`config.mk`:
```
export PLATFORM = sky130hd
export DESIGN_NAME = arb_prio_rr_sched
export DESIGN_NICKNAME = d
export VERILOG_FILES = /design/src/rtl/arb_prio_rr_sched.sv
export SDC_FILE = /design/constraint.sdc
export NUM_CORES = 1
export LEC_CHECK = 0
export ABC_CLOCK_PERIOD_IN_PS = 5200
export CORE_UTILIZATION = 60
export DETAILED_ROUTE_END_ITERATION = 10
export PLACE_DENSITY = 0.88
export SYNTH_ARGS = -nofsm -noshare
export SYNTH_HDL_FRONTEND = slang
export SYNTH_SLANG_ARGS = --single-unit
```
`constraint.sdc`:
```
create_clock -name arb_clk -period 5.2 [get_ports arb_clk]
set_clock_uncertainty 0.1 [all_clocks]
set_input_delay 0.78 -clock arb_clk [delete_from_list [all_inputs] [get_ports arb_clk]]
set_output_delay 0.78 -clock arb_clk [all_outputs]
set_load 0.01 [all_outputs]
```
`src/rtl/arb_prio_rr_sched.sv`:
```
// Four-requester scheduler: priority arbitration with round-robin tie-break,
// held grants with a hold timeout, and aging that promotes starved requesters.
module arb_prio_rr_sched #(
  parameter int MAX_HOLD  = 16,
  parameter int AGE_LIMIT = 8
) (
  input  logic       arb_clk,
  input  logic       arb_rst_n,
  input  logic [3:0] arb_req,
  input  logic [7:0] arb_prio,
  input  logic [3:0] arb_done,
  output logic       arb_gnt_vld,
  output logic [1:0] arb_gnt,
  output logic [3:0] arb_gnt_oh,
  output logic       arb_timeout,
  output logic [1:0] pointer,
  output logic       arb_state_dbg
);

  localparam int HW = $clog2(MAX_HOLD + 1);
  localparam int AW = $clog2(AGE_LIMIT + 1);
  localparam logic [HW-1:0] HOLD_MAX = HW'(MAX_HOLD);
  localparam logic [AW-1:0] AGE_MAX  = AW'(AGE_LIMIT);

  typedef enum logic {
    S_IDLE  = 1'b0,
    S_GRANT = 1'b1
  } state_t;

  state_t        r_state;
  logic          r_gnt_vld;
  logic [1:0]    r_gnt;
  logic [3:0]    r_gnt_oh;
  logic          r_timeout;
  logic [1:0]    r_pointer;
  logic [HW-1:0] r_hold;
  logic [AW-1:0] r_age [4];

  logic [1:0] w_max_prio;
  logic [3:0] w_prio_match;
  logic [3:0] w_starved;
  logic [3:0] w_cand;
  logic [1:0] w_winner;
  logic       w_win_found;
  logic       w_grant_now;
  logic       w_own_done;
  logic       w_own_drop;
  logic       w_hold_max;
  logic       w_release;

  // Candidate set: starved requesters override priority entirely.
  always_comb begin
    w_max_prio   = 2'd0;
    w_prio_match = 4'b0000;
    w_starved    = 4'b0000;
    for (int i = 0; i < 4; i++) begin
      if (arb_req[i] && (arb_prio[2*i +: 2] > w_max_prio)) begin
        w_max_prio = arb_prio[2*i +: 2];
      end
    end
    for (int i = 0; i < 4; i++) begin
      w_prio_match[i] = arb_req[i] && (arb_prio[2*i +: 2] == w_max_prio);
      w_starved[i]    = arb_req[i] && (r_age[i] >= AGE_MAX);
    end
    w_cand = (|w_starved) ? w_starved : w_prio_match;
  end

  // Round-robin scan starting one past the most recent winner.
  always_comb begin
    logic [1:0] idx;
    idx         = 2'd0;
    w_winner    = 2'd0;
    w_win_found = 1'b0;
    for (int k = 1; k <= 4; k++) begin
      idx = r_pointer + 2'(k);
      if (!w_win_found && w_cand[idx]) begin
        w_win_found = 1'b1;
        w_winner    = idx;
      end
    end
  end

  // Grant handshake: the owner keeps the resource from the cycle arb_gnt_vld
  // rises until it pulses its arb_done bit or drops arb_req; MAX_HOLD is the
  // backstop. Release is seen one edge later and a new grant one edge after that.
  assign w_grant_now = (r_state == S_IDLE) && (|arb_req);
  assign w_own_done  = arb_done[r_gnt];
  assign w_own_drop  = !arb_req[r_gnt];
  assign w_hold_max  = (r_hold == HOLD_MAX);
  assign w_release   = w_own_done || w_own_drop || w_hold_max;

  always_ff @(posedge arb_clk or negedge arb_rst_n) begin
    if (!arb_rst_n) begin
      r_state   <= S_IDLE;
      r_gnt_vld <= 1'b0;
      r_gnt     <= 2'b00;
      r_gnt_oh  <= 4'b0000;
      r_timeout <= 1'b0;
      r_pointer <= 2'b11;
      r_hold    <= '0;
    end else begin
      r_timeout <= 1'b0;
      case (r_state)
        S_IDLE: begin
          if (w_grant_now) begin
            r_state   <= S_GRANT;
            r_gnt_vld <= 1'b1;
            r_gnt     <= w_winner;
            r_gnt_oh  <= 4'b0001 << w_winner;
            r_pointer <= w_winner;
            r_hold    <= HW'(1);
          end
        end
        S_GRANT: begin
          if (w_release) begin
            r_state   <= S_IDLE;
            r_gnt_vld <= 1'b0;
            r_gnt_oh  <= 4'b0000;
            r_timeout <= w_hold_max && !w_own_done && !w_own_drop;
          end else begin
            r_hold <= r_hold + HW'(1);
          end
        end
        default: begin
          r_state   <= S_IDLE;
          r_gnt_vld <= 1'b0;
          r_gnt_oh  <= 4'b0000;
        end
      endcase
    end
  end

  // Owners (current, or the one being granted this edge) never age.
  always_ff @(posedge arb_clk or negedge arb_rst_n) begin
    if (!arb_rst_n) begin
      for (int i = 0; i < 4; i++) begin
        r_age[i] <= '0;
      end
    end else begin
      for (int i = 0; i < 4; i++) begin
        if (!arb_req[i]) begin
          r_age[i] <= '0;
        end else if (w_grant_now && (w_winner == 2'(i))) begin
          r_age[i] <= '0;
        end else if ((r_state == S_GRANT) && (r_gnt == 2'(i))) begin
          r_age[i] <= r_age[i];
        end else if (r_age[i] < AGE_MAX) begin
          r_age[i] <= r_age[i] + AW'(1);
        end
      end
    end
  end

  assign arb_gnt_vld   = r_gnt_vld;
  assign arb_gnt       = r_gnt;
  assign arb_gnt_oh    = r_gnt_oh;
  assign arb_timeout   = r_timeout;
  assign pointer       = r_pointer;
  assign arb_state_dbg = (r_state == S_GRANT);

endmodule

```
# After elaboration in Yosys (flattened, before gate mapping)
# Cells that the tools add are included.
# W data, S select, Z words.
totals:
  mem_bits_rw: 0
  regBits: 32
  output_inout_bits: 11
  memories: 0
  latch_bits: 0
  romBits: 0
classes:
  mul: 0
  n_eq_ne: 22
  bitwise: 1
  shift: 1
  div: 0
  order_cmp: 17
  addsub: 8
  reduce_logical: 44
  muxes: 54
op_table:
  columns: ["operator", "n"]
  rows:
  - ["$mux W4", 19]
  - ["$logic_and A1 B1 Y1", 26]
  - ["$add A4 B1 Y4 const B", 4]
  - ["$ge A4 B4 Y1 const B", 4]
  - ["$lt A4 B4 Y1 const B", 4]
  - ["$mux W2", 8]
  - ["$lt A2 B3 Y1 const B", 5]
  - ["$mux W1", 15]
  - ["$reduce_and A2 Y1", 7]
  - ["$bmux W1 S2", 6]
  - ["$ne A3 B1 Y1 const B", 4]
  - ["$ne A3 B3 Y1 const B", 4]
  - ["$mux W5", 2]
  - ["$pmux W5 S2", 1]
  - ["$eq A2 B2 Y1", 4]
  - ["$eq A2 B2 Y1 const B", 4]
  - ["$pmux W4 S2", 1]
  - ["$reduce_or A4 Y1", 2]
  - ["$gt A2 B2 Y1", 3]
  - ["$add A5 B1 Y5 const B", 1]
  - ["$eq A5 B5 Y1 const B", 1]
  - ["$logic_not A1 Y1", 5]
  - ["$add A2 B2 Y2 const B", 2]
  - ["$eq A2 B1 Y1 const B", 2]
  - ["9 further kinds", 13]

# Depth between registers and ports, before layout
# Gate-level depths: netlist (run 1).
logic_depth:
  ltp_word: 31
  depth_mapped: 25
  depth_no_buf: 23

# Worst setup path after synthesis (run 1)
# OpenSTA, ideal clock, no wires.
synth_timing:
  path_type: "input to register"
  from: "in arb_req[0]"
  to: "reg r_age[10] (netlist bit)"
  required_ps: 4966
  path_buffers: 2
  path_slack_ps: -443
  stages: 24
  t_arrival_ps: 5409
  cell_sequence: "clkbuf_1 > and2_1 > inv_1 > ha_1 > and2b_1 > o211a_1 > a21oi_1 > ha_1 > nor2b_1 > o211a_1 > a211o_1 > o21ai_0 > ha_1 > nor2b_1 > o21ai_1 > buf_2 > nand3b_1 > mux2_2 > a21oi_1 > o21ai_1 > o221a_1 > o21a_1 > a211oi_2 > nor3_1"
synth_between:
  elab_chain_len: 30
  word_cells_on_any_way: 52
synth_lines:
  columns: ["element", "line_no", "rtl"]
  rows:
  - ["start: declaration", "9", "input logic [3:0] arb_req,"]
  - ["$logic_and A1 B1 Y1", "57", "if (arb_req[i] && (arb_prio[2*i +: 2] > w_max_prio)) begin"]
  - ["$mux W2", "57", null]
  - ["$gt A2 B2 Y1", "57", null]
  - ["$logic_and A1 B1 Y1", "57", null]
  - ["$mux W2", "57", null]
  - ["$gt A2 B2 Y1", "57", null]
  - ["$logic_and A1 B1 Y1", "57", null]
  - ["$mux W2", "57", null]
  - ["[14 not listed]", null, null]
  - ["$mux W1", "76", "if (!w_win_found && w_cand[idx]) begin"]
  - ["$logic_not A1 Y1", "76", null]
  - ["$logic_and A1 B1 Y1", "76", null]
  - ["$mux W2", "76", null]
  - ["$eq A2 B1 Y1", "143", "end else if (w_grant_now && (w_winner == 2'(i))) begin"]
  - ["$logic_and A1 B1 Y1 *", "143", null]
  - ["$ne A3 B1 Y1 (no line) (tied with other cells)", null, null]
  - ["$reduce_and A2 Y1 (no line) or $mux W4 (tied branches)", null, null]
  - ["end signal: indexed assignment", "146", "r_age[i] <= r_age[i];"]
  - ["end signal: indexed assignment", "148", "r_age[i] <= r_age[i] + AW'(1);"]
  - ["end: declaration", "37", "logic [AW-1:0] r_age [4];"]
# Mark *: on every way between the ends. The rest lies on a longest branch, timed or not. The select of a mux whose other input is x is not followed.
# A chain may end at the register's enable or synchronous reset.

# Worst setup path in the final report (run 1)
layout_timing:
  from: "in arb_req[1]"
  to: "reg r_gnt_oh[0] (netlist: arb_gnt_oh[0])"
layout_between:
  elab_chain_len: 26
  word_cells_on_any_way: 53
layout_lines:
  columns: ["element", "line_no", "rtl"]
  rows:
  - ["$logic_and A1 B1 Y1", "57", null]
  - ["$mux W2", "57", null]
  - ["$gt A2 B2 Y1", "57", null]
  - ["$logic_and A1 B1 Y1", "57", null]
  - ["$mux W2", "57", null]
  - ["$gt A2 B2 Y1", "57", null]
  - ["$logic_and A1 B1 Y1", "57", null]
  - ["$mux W2", "57", null]
  - ["[10 not listed]", null, null]
  - ["$logic_and A1 B1 Y1", "76", null]
  - ["$mux W1", "76", null]
  - ["$logic_not A1 Y1", "76", null]
  - ["$logic_and A1 B1 Y1", "76", null]
  - ["$mux W2", "76", null]
  - ["$shl A1 B2 Y4", "109", "r_gnt_oh <= 4'b0001 << w_winner;"]
  - ["$mux W4", "105", "if (w_grant_now) begin"]
  - ["$pmux W4 S2", "103", "case (r_state)"]
  - ["end signal: assignment", "109", null]
  - ["end: declaration", "33", "logic [3:0] r_gnt_oh;"]
# Several ways; a longest one is shown, not always the timed one. The select of a mux whose other input is x is not followed.

==> impl_metrics.ini, run 1 <==
[timing]
max_slew_margin_pct = 42.8
final-hold-violation-count = 0
min_period_ns = 5.41
setup_violations = 23
holdWs_ns = 0.387
rsz0062_at_grt = true
report.final.slew_viol_count = 0
clock.fmax_mhz = 185
tightest_slew_ns = 0.848
setup_slack_ns = -0.209
final.period_utilization_pct = 104

[drt]
dr.pass1.iters = 7
vias_per_cell = 7.42
routed_wl_mm = 10.1
first_iter_violations = 380
post_drt_wl_per_cell_um = 26.9
num_vias = 2783
drcViolationCount = 0
ant_nets = 0

[status]
violations = setup timing
status = finished with violations

[pwr]
ir_drop_mv = 0.389
leakage_nw = 1.58
power_mw = 1.58
power.density_nw_per_um2 = 447

[yosys]
synthXorXnorAreaFrac_pct = 5.19
synth_compound_area_share_pct = 24.4
synth_edf_count = 0
netlist_area_um2 = 2360
syn_nets = 284
yosys_warnings = 0
synth_top_family_by_area = compound AO/OA/AOI/OAI gates
seq_area_frac_synth_pct = 34.0
synthArstFlopShare_pct = 100
synth_mux_area_share_pct = 2.65
ys_types = 65
synthAdderAreaFrac_pct = 6.89
synth_seq_cells = 32
synthFlopType = dfrtp_1
synthCells = 253
synthSimpleGateAreaFrac_pct = 22.2
avgSynthCellArea_um2 = 9.34

[place]
port_buffers = 28
dp.cells = 352
postPlaceCellArea_um2 = 2990
pre_cts_ws_ns = -0.638
place_congestion = 0.904
dp_hpwl_mm = 4.44

[clock_tree]
path_clk_slew_ns = 0.06
cts_buffers = 5
hold_buffers = 0
cts-htree-levels = 2
clockBufferDepth = 2
cts_root_buffer = clkbuf_8
insertion_delay_ns = 0.30
clkSinkCount = 32
cts_tree = built

[worst_setup_path]
cp.required_ns = 5.27
crit_fanout = 5
worstSetupEndpointType = register
crit_type = input pin to register
start_kind = input pin
slowest_delay_ns = 0.57
worstPathCellList = clkdlybuf4s50_1 > a21boi_4 > o211a_1 > a21oi_2 > ha_1 > nor2b_4 > o211a_1 > a211o_1 > o21ai_2 > ha_4 > nor2b_4 > o21ai_4 > buf_6 > nor4b_4 > a311oi_2 > a21oi_4 > o21ai_2 > nand3_2 > o22a_4 > and2_1 > a32o_1
critPathSlowestCell = clkdlybuf4s50_1
path_buf_inv = 2
worst_ep_arrival_time_ns = 5.48
crit_family = compound AO/OA/AOI/OAI gates

[grt]
grt_antenna_before_repair = 1
grt_max_degree = 33
grt_pass1_wl_mm = 11.9
grt_pass1_vias = 2475
grt_overflow = 0
grt_usage_pct = 37.9

[finish]
register_area_um2 = 803
multi_input_area_um2 = 1850
area_growth_pct = 49.6
layout-drive-gt1-share_pct = 38.3
finish.instance_area_um2 = 3530
final_cells = 375
fin_nets = 356
final.fill_count = 96

[flow_run]
drv_cap = 0

[die]
die_h_um = 64.7
row_count = 22
die_area_um2 = 4190
core_area_um2 = 3720
die_w_um = 64.7
io_pins = 29
start_util_pct = 63.6

[min_path]
hp-class = register to register
## worst register-to-register path, stage by stage, from the launching register on
cell and delay [ns]:
dfrtp_1 0.48, a22oi_1 0.27, and3_1 0.50, o2111ai_1 0.23, mux2_4 0.33, a21oi_4 0.18, o21ai_2 0.12, o221a_1 0.32
o21a_4 0.25, a211oi_4 0.31, a21o_1 0.16
## registers in the layout (all words and copies together) (netlist names)
register / flops
arb_gnt_oh: 4
pointer: 2
arb_state_dbg: 1
r_age: 16
arb_gnt_vld: 1
arb_timeout: 1
arb_gnt: 2
r_hold: 5
## metal layers
metal,vias to the layer above,track usage (%),routed length [um]
met5,-,0,0
met4,0,19.2,903
met3,104,8.10,1130
met2,300,65.5,4470
met1,1306,43.9,3570
li1,1073,-,-
## per-stage QoR
step | setup TNS (ns) | utilization (%)
final | -3.83 | 95.1
after detailed placement | -14.02 | 80.4
after global routing | -5.65 | 95.1
after floorplan | -0.0357 | -
after global placement | -9.98 | 80.4
after CTS | 0 | 89.3
## cell families (layout without fill, tap and decap cells)
family / Yosys count / in the layout
muxes: 6 / 6
and+or+nand+nor: 90 / 90
adders and majority gates: 13 / 13
AOI/OAI and AO/OA: 71 / 71
xor gates and xnor gates: 14 / 14
buffers and inverters: 27 / 100
DFF: 32 / 32
other: 0 / 1
## path summary, 6_finish.rpt
kind                                           start                   endpoint  slack, ns  depth (start not counted)
max                                       arb_req[1]  arb_gnt_oh[0]$_DFFE_PN0P_      -0.21                         21
min                        arb_gnt_oh[3]$_DFFE_PN0P_  arb_gnt_oh[3]$_DFFE_PN0P_       0.39                          1
max reg2reg                    r_age[11]$_DFFE_PN0P_  arb_gnt_oh[1]$_DFFE_PN0P_       1.89                         10
min reg2reg                arb_gnt_oh[3]$_DFFE_PN0P_  arb_gnt_oh[3]$_DFFE_PN0P_       0.39                          1
max in group asynchronous                  arb_rst_n     pointer[1]$_DFFE_PN1P_       3.86                          2
min in group asynchronous                  arb_rst_n       r_age[4]$_DFFE_PN0P_       0.79                          2
## where the power goes
group | switching, mW | total [mW] | internal, mW
Sequential | 0.132 | 0.464 | 0.333
Combinational | 0.493 | 0.912 | 0.419
Clock | 0.0976 | 0.203 | 0.106
## timing repair
| action | in CTS | in global routing |
|---|---|---|
| buffers inserted | 7 | 7 |
| pin swaps | 36 | 20 |
| setup endpoints to repair | 24 | 24 |
| resized for setup | 46 | 28 |
## cells in the mapped netlist, types with 2 or more instances
| cell | count | area [um^2] |
|---|---|---|
| xnor2_1 | 8 | 70.1 |
| a21o_1 | 2 | 15.0 |
| clkbuf_1 | 5 | 18.8 |
| a22oi_1 | 2 | 15.0 |
| buf_2 | 3 | 15.0 |
| mux2_2 | 2 | 22.5 |
| o21ai_1 | 2 | 10.0 |
| o21ai_0 | 13 | 65.1 |
| a41o_1 | 2 | 20.0 |
| nand2_1 | 19 | 71.3 |
| nor4_1 | 2 | 12.5 |
| nand4b_2 | 2 | 30.0 |
| nor2_1 | 15 | 56.3 |
| mux2i_1 | 4 | 40.0 |
| nor3b_1 | 3 | 22.5 |
| nand3b_1 | 3 | 22.5 |
| and2_1 | 5 | 31.3 |
| inv_1 | 17 | 63.8 |
| dfrtp_1 | 30 | 751 |
| a311oi_1 | 2 | 17.5 |
| nor3_1 | 4 | 20.0 |
| dfstp_2 | 2 | 52.6 |
| o311ai_0 | 2 | 17.5 |
| or3_1 | 3 | 18.8 |
| o22ai_1 | 3 | 18.8 |
| a21oi_1 | 9 | 45.0 |
| a31oi_1 | 6 | 37.5 |
| nor2b_1 | 4 | 25.0 |
| o211a_1 | 3 | 30.0 |
| nand3_1 | 10 | 50.1 |
| o21ai_2 | 2 | 17.5 |
| xor2_1 | 6 | 52.6 |
| a211oi_2 | 3 | 37.5 |
| and3_1 | 8 | 50.1 |
| o21a_1 | 3 | 22.5 |
| nand2b_1 | 3 | 18.8 |
| ha_1 | 13 | 163 |
## area by class of cell
cell class / count / share of cell area, %
antenna: 1 / 0.0708
sequential: 32 / 22.7
timing repair buffer: 75 / 18.7
clock inverter: 2 / 0.283
tap: 48 / 1.70
clock buffer: 6 / 2.34
multi-input combinational: 194 / 52.3
inverter: 17 / 1.88
## cells in the final DEF, fill, tap and decap left out, drive strengths merged, types with 3 or more instances in the layout
cell,n
a311oi,3
a211oi,4
mux2i,4
clkbuf,6
buf,49
a21oi,9
nor3b,5
nor4,3
o211a,4
xor2,6
o21a,3
nand3b,3
nand2b,3
nor3,4
a31oi,6
and2,6
inv,17
nand2,19
o22ai,3
xnor2,8
nand3,10
nor2,15
dfrtp,30
clkdlybuf4s50,23
or3,3
and3,8
o21ai,17
nor2b,4
ha,13
Note: power is estimated with default switching activity, not from simulation.
==> run 2: changes to the inputs <==
--- a/config.mk
+++ b/config.mk
@@ -10,3 +10,3 @@
 export DETAILED_ROUTE_END_ITERATION = 10
-export PLACE_DENSITY = 0.88
+export PLACE_DENSITY = 0.85
 export SYNTH_ARGS = -nofsm -noshare
@@ -14 +14,2 @@
 export SYNTH_SLANG_ARGS = --single-unit
+export TNS_END_PERCENT = 100
==> constraint.sdc (replaced) <==
create_clock -name arb_clk -period 5.2 [get_ports arb_clk]
set_clock_uncertainty 0.1 [all_clocks]
set_input_delay 1.04 -clock arb_clk [delete_from_list [all_inputs] [get_ports arb_clk]]
set_output_delay 1.04 -clock arb_clk [all_outputs]
set_load 0.01 [all_outputs]
==> impl_metrics.ini, run 2 (synthesized netlist as in run 1, its figures left out) <==
[worst_setup_path]
crit_fanout = 6
cp.required_ns = 5.26
crit_type = input pin to register
reg2reg_to = r_age[11]$_DFFE_PN0P_
start_kind = input pin
r2r-start = r_age[11]$_DFFE_PN0P_
r2r_setup_slack_ns = 1.96
worst_ep_arrival_time_ns = 5.80
r2r_cells = 11
worstSetupEndpointType = register

[status]
violations = setup timing
status = finished with violations

[finish]
largest_reg_flops = 16
layout-drive-gt1-share_pct = 41.0
fin_nets = 357
antennaDiodeCount = 0
finish.instance_area_um2 = 3590
final_cell_mix = buf_4 (39), dfrtp_1 (30), clkdlybuf4s50_1 (23)
largest_register = r_age
area_growth_pct = 52.1
final_common_cell = buf_4

[timing]
rsz0062_at_grt = true
max_slew_margin_pct = 42.6
min_period_ns = 5.73
clock.fmax_mhz = 174
final-hold-violation-count = 0
setup_slack_ns = -0.533
report.final.slew_viol_count = 0
setup_violations = 24
final.period_utilization_pct = 110
tightest_slew_ns = 0.854

[die]
core_area_um2 = 3720
die_w_um = 64.7
die_area_um2 = 4190
row_count = 22
die_h_um = 64.7
start_util_pct = 63.6
io_pins = 29

[min_path]
hp-class = register to register
hold_end = arb_gnt_oh[3]$_DFFE_PN0P_
hp-start = arb_gnt_oh[3]$_DFFE_PN0P_
whs_path_depth = 1

[drt]
vias_per_cell = 7.72
num_vias = 2895
ant_nets = 0
dr.pass1.iters = 5
routed_wl_mm = 11.3
drcViolationCount = 0
first_iter_violations = 491
post_drt_wl_per_cell_um = 30.2

[clock_tree]
clkSinkCount = 32
cts_root_buffer = clkbuf_8
cts_tree = built
hold_buffers = 0
clockBufferDepth = 2
insertion_delay_ns = 0.30
path_clk_slew_ns = 0.07
cts_buffers = 5
cts-htree-levels = 2

[place]
dp_hpwl_mm = 4.33
port_buffers = 28
postPlaceCellArea_um2 = 2990
place_congestion = 0.945

[flow_run]
drv_cap = 0

[grt]
grt_antenna_before_repair = 0
grt_pass1_vias = 2613
grt_overflow = 0
grt_pass1_wl_mm = 13.1
grt_usage_pct = 42.2
grt_max_degree = 33

[pwr]
power.density_nw_per_um2 = 483
leakage_nw = 1.59
ir_drop_mv = 0.449
power_mw = 1.73
-- run 2: stage by stage --
stage / std cells / TNS (ns) / hold WS (ns) / utilization [%] / worst slack (ns)
finish: 375 / -11.37 / 0.423 / 96.7 / -0.533
global route: 375 / -17.75 / 0.427 / 96.7 / -0.860
CTS: 370 / -4.39 / 0.386 / 91.2 / -0.237
detailed placement: 352 / -21.57 / 0.370 / 80.6 / -0.982
global placement: 352 / -18.47 / 0.362 / 80.6 / -0.858
floorplan: 253 / -4.70 / 0.383 / - / -0.259
-- run 2: worst max-delay path, cell delays in order --
cell and delay [ns]:
buf_6 0.09, and2_4 0.16, inv_4 0.06, ha_4 0.20
and2b_2 0.24, o211a_4 0.26, a21oi_2 0.18, inv_1 0.12
ha_4 0.31, nand2_2 0.08, o211a_4 0.17, a211o_1 0.26
o21ai_1 0.09, ha_1 0.29, nor2b_4 0.17, o21ai_4 0.23
o21a_1 0.26, a22oi_2 0.10, xor2_2 0.30, a31oi_4 0.17
nor4_4 0.28, a311oi_4 0.09, buf_6 0.17, a211oi_4 0.36
nor2_1 0.12
-- run 2: worst max path at each step --
stage,startpoint,endpoint,slack (ns),cells past startpoint
6_report,arb_prio[1],r_age[3]$_DFFE_PN0P_,-0.53,25
5_1_grt,arb_prio[0],r_age[3]$_DFFE_PN0P_,-0.86,24
4_1_cts,arb_req[0],r_age[7]$_DFFE_PN0P_,-0.24,23
3_5_place_dp,arb_req[0],r_age[8]$_DFFE_PN0P_,-0.98,24
3_3_place_gp,arb_prio[1],r_age[11]$_DFFE_PN0P_,-0.86,24
2_1_floorplan,arb_req[0],r_age[10]$_DFFE_PN0P_,-0.26,24
-- run 2: area by class of cell --
| cell class | instances | area (um^2) |
|---|---|---|
| multi-input cells | 194 | 1880 |
| flip-flops and latches | 32 | 803 |
| repair buffers | 76 | 676 |
| fillers | 67 | 124 |
| clock buffers | 5 | 68.8 |
| inverters | 17 | 66.3 |
| well taps | 48 | 60.1 |
| clock inverters | 3 | 42.5 |
-- run 2: what timing repair did --
| item | in CTS | in global routing |
|---|---|---|
| buffers inserted | 10 | 5 |
| setup endpoints to repair | 24 | 24 |
| pin swaps | 46 | 25 |
| hold endpoints to repair | 0 | 0 |
| resized for setup | 54 | 29 |
-- run 2: power breakdown --
| part | switching (mW) | internal (mW) | total (mW) |
|---|---|---|---|
| logic | 0.556 | 0.454 | 1.01 |
| clock network | 0.109 | 0.142 | 0.251 |
| registers | 0.141 | 0.332 | 0.473 |
-- run 2: per-layer routing --
metal | GRT usage (%) | up-vias | wire (um)
met5 | 0 | - | 0
met4 | 21.1 | 0 | 1340
met3 | 7.92 | 161 | 1570
met2 | 71.5 | 356 | 4880
met1 | 50.9 | 1304 | 3550
li1 | - | 1074 | -
==> run 3: changes to the inputs <==
--- a/config.mk
+++ b/config.mk
@@ -11,2 +11,3 @@
 export PLACE_DENSITY = 0.85
+export RECOVER_POWER = 100
 export SYNTH_ARGS = -nofsm -noshare
==> constraint.sdc (replaced) <==
create_clock -name arb_clk -period 5.2 [get_ports arb_clk]
set_clock_uncertainty 0.1 [all_clocks]
set_input_delay 0.52 -clock arb_clk [delete_from_list [all_inputs] [get_ports arb_clk]]
set_output_delay 0.52 -clock arb_clk [all_outputs]
set_load 0.01 [all_outputs]
==> impl_metrics.ini, run 3 (synthesized netlist as in run 1, its figures left out) <==
[place]
pre_cts_ws_ns = -0.610
postPlaceCellArea_um2 = 2940
place_congestion = 0.876
dp.cells = 352
dp_hpwl_mm = 4.27
port_buffers = 28

[grt]
grt_usage_pct = 37.3
grt_pass1_vias = 2344
grt_util_met2_pct = 59.0
grt_use_met1_pct = 46.6
met3_usage_pct = 8.63
grt_pass1_wl_mm = 11.5
grt_antenna_before_repair = 0
grt_overflow = 0
grt_max_degree = 33
grt_busiest_layer = met2

[finish]
fin_nets = 358
antennaDiodeCount = 0
finish.instance_area_um2 = 3430
final_cells = 376
final_common_cell = buf_4
area_growth_pct = 45.3
largest_reg_flops = 16
largest_register = r_age
final.fill_count = 137
layout-drive-gt1-share_pct = 35.1
final_cell_mix = buf_4 (44), dfrtp_1 (30), nand2_1 (19)

[die]
core_area_um2 = 3720
die_h_um = 64.7
io_pins = 29
die_area_um2 = 4190
row_count = 22
start_util_pct = 63.6
die_w_um = 64.7

[drt]
drcViolationCount = 0
routed_wl_mm = 9.74
dr.pass1.iters = 7
post_drt_wl_per_cell_um = 25.9
vias_per_cell = 7.30
num_vias = 2746
first_iter_violations = 317
ant_nets = 0

[min_path]
hp-start = arb_gnt_oh[3]$_DFFE_PN0P_
hp-class = register to register

[timing]
report.final.slew_viol_count = 33
setup_violations = 22
min_period_ns = 5.45
final.period_utilization_pct = 105
tightest_slew_ns = 1.77
max_slew_margin_pct = -18.0
final-hold-violation-count = 0
setup_slack_ns = -0.250
clock.fmax_mhz = 184

[worst_setup_path]
cp.required_ns = 5.28
r2r-start = r_age[11]$_DFFE_PN0P_
crit_fanout = 6
crit_type = input pin to register
start_kind = input pin
worstSetupEndpoint = r_age[10]$_DFFE_PN0P_
worstSetupEndpointType = register
reg2reg_to = r_age[10]$_DFFE_PN0P_
worstSetupStartpoint = arb_prio[1]
r2r_setup_slack_ns = 1.78
worst_ep_arrival_time_ns = 5.53
r2r_cells = 11

[pwr]
power_mw = 1.56
leakage_nw = 1.59
power.density_nw_per_um2 = 455
ir_drop_mv = 0.345

[clock_tree]
cts-htree-levels = 2
hold_buffers = 0
clkSinkCount = 32
cts_buffers = 5
clockBufferDepth = 2
path_clk_slew_ns = 0.07
cts_tree = built
cts_root_buffer = clkbuf_8
insertion_delay_ns = 0.31

[status]
status = finished with violations
violations = capacitance limit, slew limit, setup timing

[flow_run]
drv_cap = 1
## run 3: worst max-delay path, cell delays in order
cell	delay, ns
clkbuf_2	0.12
and2_4	0.18
inv_4	0.04
ha_4	0.25
and2b_2	0.24
o211a_1	0.25
a21oi_2	0.16
ha_1	0.28
nor2b_4	0.15
o211a_1	0.25
a211o_1	0.33
o21ai_2	0.08
ha_1	0.27
nor2b_4	0.16
o21ai_2	0.21
buf_6	0.16
buf_4	0.11
nand2_1	0.06
a41o_1	0.27
buf_4	0.16
a31oi_1	0.37
a31oi_4	0.15
o21a_1	0.19
buf_6	0.14
a211oi_4	0.33
nor3_1	0.10
## run 3: cell type report
| class | count | area [um^2] | share of cell area, % |
|---|---|---|---|
| Clock buffer | 6 | 72.6 | 2.11 |
| Clock inverter | 2 | 35.0 | 1.02 |
| Inverter | 17 | 66.3 | 1.93 |
| Multi-Input combinational cell | 194 | 1740 | 50.7 |
| Sequential cell | 32 | 803 | 23.4 |
| Tap cell | 48 | 60.1 | 1.75 |
| Timing Repair Buffer | 77 | 654 | 19.1 |
## run 3: metal layers
| layer | wire, um | up-vias |
|---|---|---|
| li1 | - | 1075 |
| met1 | 3310 | 1278 |
| met2 | 4470 | 278 |
| met3 | 1100 | 115 |
| met4 | 856 | 0 |
| met5 | 0 | - |
## run 3: worst min path at each step
stage	to	cells past startpoint	slack (ns)
3_5_place_dp	arb_gnt_oh[3]$_DFFE_PN0P_	1	0.37
2_1_floorplan	arb_gnt[0]$_DFFE_PN0P_	0	0.12
5_1_grt	arb_gnt_oh[3]$_DFFE_PN0P_	1	0.39
6_report	arb_gnt_oh[3]$_DFFE_PN0P_	1	0.38
3_3_place_gp	arb_gnt_oh[2]$_DFFE_PN0P_	2	0.36
4_1_cts	arb_gnt_oh[3]$_DFFE_PN0P_	1	0.39
## run 3: repair_timing
item	in CTS	in global routing
resized for setup	32	32
setup endpoints to repair	24	24
pin swaps	17	29
setup buffers	8	8
cloned	0	0
## run 3: per-stage QoR
step	utilization (%)	setup TNS [ns]	hold WS (ns)
6_report	92.4	-3.17	0.377
5_1_grt	92.4	-8.30	0.394
4_1_cts	86.9	0	0.389
3_5_place_dp	79.2	-13.10	0.369
3_3_place_gp	79.2	-7.73	0.363
2_1_floorplan	-	0	0.124
## run 3: power breakdown
| part | switching (mW) | total, mW | internal (mW) | leakage [nW] |
|---|---|---|---|---|
| clock | 0.109 | 0.251 | 0.142 | 0.0552 |
| combinational | 0.469 | 0.858 | 0.389 | 1.12 |
| sequential | 0.121 | 0.451 | 0.330 | 0.415 |
| total | 0.699 | 1.56 | 0.861 | 1.59 |
